## config.mk

```make
export PLATFORM = sky130hd
export DESIGN_NAME = seq_match_monitor
export DESIGN_NICKNAME = d
export VERILOG_FILES = /design/src/rtl/seq_match_monitor.sv
export SDC_FILE = /design/constraint.sdc
export NUM_CORES = 1
export LEC_CHECK = 0
export ABC_AREA = 1
export CAP_MARGIN = 25
export CORE_AREA = 2 2 99 101
export DETAILED_ROUTE_END_ITERATION = 12
export DIE_AREA = 0 0 101 103
export HOLD_SLACK_MARGIN = 0.15
export MAX_ROUTING_LAYER = met4
export SLEW_MARGIN = 30
export SYNTH_ARGS = -nofsm -noshare
export SYNTH_HDL_FRONTEND = slang
export SYNTH_SLANG_ARGS = --single-unit
```

## constraint.sdc

```tcl
create_clock -name clk -period 2.2 [get_ports clk]
set_input_delay 0.33 -clock clk [delete_from_list [all_inputs] [get_ports clk]]
set_output_delay 0.33 -clock clk [all_outputs]
set_load 0.005 [all_outputs]
```

## src/rtl/seq_match_monitor.sv

```systemverilog
// Counts single-cycle match pulses from the 1010 detector over back-to-back
// programmable windows, reporting per-window totals, a sticky alarm and a lifetime count.
module seq_match_monitor #(
  parameter int CNT_W = 8,
  parameter int WIN_W = 16,
  parameter int TOT_W = 16
) (
  input  logic             clk,
  input  logic             rst_n,
  input  logic             en,
  input  logic             z,
  input  logic [WIN_W-1:0] win_len,
  input  logic [CNT_W-1:0] thresh,
  input  logic             clr,
  output logic [CNT_W-1:0] win_cnt,
  output logic [CNT_W-1:0] last_cnt,
  output logic             win_done,
  output logic             alarm,
  output logic [TOT_W-1:0] total
);

  typedef enum logic {IDLE, RUN} state_t;

  state_t           state_q, state_d;
  logic [WIN_W-1:0] timer_q;
  logic [CNT_W-1:0] thr_q;

  logic             win_end;
  logic             start;
  logic             run_cnt;
  logic             alarm_set;
  logic             tot_inc;
  logic [CNT_W-1:0] cnt_next;
  logic [WIN_W-1:0] len_eff;

  always_ff @(posedge clk or negedge rst_n) begin
    if (!rst_n) state_q <= IDLE;
    else        state_q <= state_d;
  end

  // The window timer counts down to 0; the cycle it reads 0 is the window's last.
  always_comb begin
    state_d  = state_q;
    win_end  = 1'b0;
    start    = 1'b0;
    run_cnt  = 1'b0;
    len_eff  = win_len;
    cnt_next = win_cnt;
    if (win_len == '0) len_eff = WIN_W'(1);
    if (z && (win_cnt != '1)) cnt_next = win_cnt + CNT_W'(1);
    case (state_q)
      IDLE: begin
        if (en) begin
          state_d = RUN;
          start   = 1'b1;
        end
      end
      RUN: begin
        win_end = (timer_q == '0);
        if (!en) state_d = IDLE;
        else     start   = win_end;
        run_cnt = en && !win_end;
      end
      default: state_d = IDLE;
    endcase
    alarm_set = win_end && (thr_q != '0) && (cnt_next >= thr_q);
    tot_inc   = (state_q == RUN) && z && (total != '1);
  end

  always_ff @(posedge clk or negedge rst_n) begin
    if (!rst_n) begin
      timer_q  <= '0;
      thr_q    <= '0;
      win_cnt  <= '0;
      last_cnt <= '0;
      win_done <= 1'b0;
      alarm    <= 1'b0;
      total    <= '0;
    end else begin
      if (start) begin
        thr_q   <= thresh;
        timer_q <= len_eff - WIN_W'(1);
      end else if (state_q == RUN && en) begin
        timer_q <= timer_q - WIN_W'(1);
      end else begin
        thr_q   <= '0;
        timer_q <= '0;
      end

      // A final-cycle match belongs to the ending window, hence cnt_next here.
      win_cnt  <= run_cnt ? cnt_next : '0;
      win_done <= win_end;
      if (win_end) last_cnt <= cnt_next;

      if (alarm_set) alarm <= 1'b1;
      else if (clr)  alarm <= 1'b0;

      if (clr)          total <= '0;
      else if (tot_inc) total <= total + TOT_W'(1);
    end
  end

endmodule

```

==> key figures <==
Status
  – Status: finished with violations
  – Failing checks: negative setup slack

Power
  – Clk pwr share: between 30% and 40%
  – Sw power: roughly 920 µW
  – Power Internal: approximately 2.3 mW
  – Maximum vdd drop: between 0.2 and 0.3 mV
  – Sequential share of power: 40.7%
  – Pwr dens: between 600 and 700 mW/mm²
  – Net switching fraction of the power: 29.1%
  – Comb power frac: a little over a quarter
  – Static leakage: 2.42 nW
  – Pwr Total: about 3.2 mW

Critical path
  – Arr. time, crit path: approximately 2.5 ns
  – CP top delay family: simple AND/OR/NAND/NOR gates
  – CP max-delay cell: dfrtp_1
  – Critical path class: register to register
  – CP endpoint kind: register
  – Worst Path Buf+Inv: 2
  – CP Max Fanout: 5
  – CP most frequent cell: nand2_4
  – Startpoint Class: register
  – Cells along the critical path: ha_2 > nand2_2 > nor2_4 > nand2_2 > nor2_4 > nand2_2 > nand2_4 > buf_6 > nand2_4 > nand2_4 > inv_2 > ha_4 > nand2_4 > o21ai_2 > nand2_1 > nand3_1 > nand2_1 > o21ai_1
  – Critical Path Max Stage Delay: 0.36 ns
  – Worst endpoint required time: 2.47 ns

Global route
  – First-pass GRT wire length: 16,300 µm
  – Gr busiest metal: met2
  – Vias in the first global route: 3,639
  – Total Routing Usage GR: between 20% and 30%
  – Met2 Usage GRT: approximately 36%
  – Met3 Use GR: under 10%
  – Pin count of the biggest net entering global routing: 60
  – GRT met1 Usage: between 20% and 30%
  – Initial antenna violation count: 0
  – Gr ovfl total: 0

Floorplan
  – IO Pins: between 60 and 70
  – Initial core utilization: between 30 and 40%
  – Die H: 103 µm
  – Core area: between 0.009 and 0.01 mm²
  – # rows: 36
  – Die W: slightly above 100 µm
  – Die footprint: about 0.010 mm²

Layout
  – Fin cells: roughly 740
  – Commonest non-fill, non-tap cell in the layout: nand2_1
  – Design Area, Final: roughly 0.0052 mm²
  – Share of cells above drive strength 1: between 20% and 30%
  – Diode count: 0
  – Nets: about 660
  – Area Growth Syn to Fin: 42.0%
  – Number of fill cells in the layout: around 900
  – Most frequent cells in the layout: 119 x nand2_1, 61 x clkdlybuf4s50_1, 59 x inv_1, 59 x dfrtp_1, 52 x buf_4

STA
  – PnR worst setup slack: -0.0195 ns
  – Minimum clock period: ~2.2 ns
  – Part of the cycle the worst path needs: 101%
  – Max Slew Vio Count: 0
  – Fin. Hold Viols: 0
  – Post-Route Setup TNS: -0.0195 ns
  – Layout Skew: around 0.0085 ns
  – Max-slew headroom: roughly half
  – Worst Max-Slew Pin Slew: approximately 0.74 ns
  – RSZ-0062 raised after global routing: true
  – Count of final setup violators: 1
  – Max Clock Freq: 451 MHz

Synth
  – Largest cells by area after synthesis: dfrtp_1 40%, nand2_1 14%, inv_1 6.5%, nor2_1 5.5%, nand3_1 4.6%
  – Syn_nets: around 540
  – Top-area cell type share of the netlist area: 40.1%
  – Mapped Avg Cell Area: ~7.4 µm²
  – Cell taking the most area after synthesis: dfrtp_1
  – Syn Inst Count: 497
  – Yosys reg bits: 59
  – YS warnings: 0
  – Post-Syn Area: about 0.0037 mm²
  – Distinct cells, synth: 36
  – Sequential area share after synthesis: about two fifths

Clock tree
  – Clock buffer count from CTS: 9
  – Worst skew pair latency: about 0.34 ns
  – Worst-path clk slew: 0.07 ns
  – Clock Sinks: 59
  – Clk root buf: clkbuf_8
  – CTS tree: built
  – Htree depth: 3
  – Longest Clk Path Bufs: 2

Drt
  – Post-DRT Antenna Nets: 0
  – Final WL: about 9600 µm
  – Vias/cell: 4.87
  – DRT iter0 DRCs: between 80 and 90
  – Vias after detailed routing: approximately 3,600
  – Wire per inst: 13.0 µm
  – Router iterations before antenna repair: 6
  – Drt drc: 0

Flow run
  – MaxCap Viol Count: 0

Place
  – Dpl hpwl: 6920 µm
  – GP Congestion: 0.888
  – Cell area after placement: around 0.0047 mm²
  – Buffers added on ports: between 60 and 70
  – DP Cell Count: around 710
  – Pre-CTS setup slack: -0.182 ns

Hold path
  – Min-delay worst type: input pin to async pin
-- Yosys cell counts, drive strengths merged --
cell type / number
o21bai: 1
a21oi: 9
nor4: 4
nand3b: 2
o31ai: 5
o22ai: 4
xor2: 19
inv: 66
nand2: 142
nand4: 13
and2: 2
buf: 5
nor2: 57
and3: 1
dfrtp: 59
o21a: 1
nor3b: 1
nor3: 11
ha: 12
clkinv: 2
o21ai: 30
clkbuf: 1
xnor2: 14
nand3: 36
-- final timing paths --
check / startpoint / endpoint / slack, ns / cells past startpoint
worst min register to register: timer_q[15] / win_done / 0.46 / 1
worst max-delay path: win_cnt[0] / alarm / -0.02 / 18
worst min-delay path: rst_n / thr_q[0] / 0.13 / 2
min in group clk: timer_q[15] / win_done / 0.46 / 1
worst max register to register: win_cnt[0] / alarm / -0.02 / 18
max in group asynchronous: rst_n / timer_q[10] / 1.58 / 2
-- what timing repair did --
action / CTS / global route
gates resized for setup: 42 / 14
hold buffers: 0 / 0
pin swaps: 21 / 19
setup buffers: 9 / 2
setup endpoints to repair: 1 / 2
-- per-layer routing --
layer	share of wire, %	vias up
met4	2.1	0
met1	44	1659
li1	-	1842
met5	0	-
met2	51	70
met3	3.3	16
-- layout make-up --
type / instances / area, µm² / share of cell area (%)
timing repair buffer: 116 / 1030 / 19.7
multi-input combinational: 364 / 2100 / 40.2
inverter: 68 / 263 / 5.03
clock buffer: 12 / 165 / 3.16
sequential: 59 / 1480 / 28.3
tap: 114 / 143 / 2.73
clock inverter: 4 / 47.5 / 0.910
-- registers in the layout, summed over array words and instances, names as in the netlist --
register / cells
state_q: 1
timer_q: 16
last_cnt: 8
total: 16
win_cnt: 8
thr_q: 8
alarm: 1
win_done: 1
-- kinds of logic (layout without fill, tap and decap cells) --
logic type | Yosys count | after routing | synth area share (%)
simple gates | 269 | 269 | 32.2
buf+inv | 74 | 200 | 8.26
flops | 59 | 59 | 40.1
compound gates | 50 | 50 | 7.51
xor+xnor | 33 | 33 | 7.85
fa+ha+maj | 12 | 12 | 4.08
-- metrics by stage --
stage / utilization, % / hold WS, ns
5_1_grt: 55.2 / 0.203
4_1_cts: 54.6 / 0.165
3_3_place_gp: 49.9 / 0.458
3_5_place_dp: 49.9 / 0.453
6_report: 55.2 / 0.132
2_1_floorplan: - / 0.0344
-- power by group through the flow --
stage	Sequential, mW	Combinational, mW	Clock (mW)
4_1_cts	1.30	0.824	1.07
5_1_grt	1.31	0.941	1.12
2_1_floorplan	1.31	0.378	0
3_3_place_gp	1.31	0.751	0
3_5_place_dp	1.31	0.764	0
6_report	1.29	0.834	1.05
Note: power is estimated with default switching activity, not from simulation.
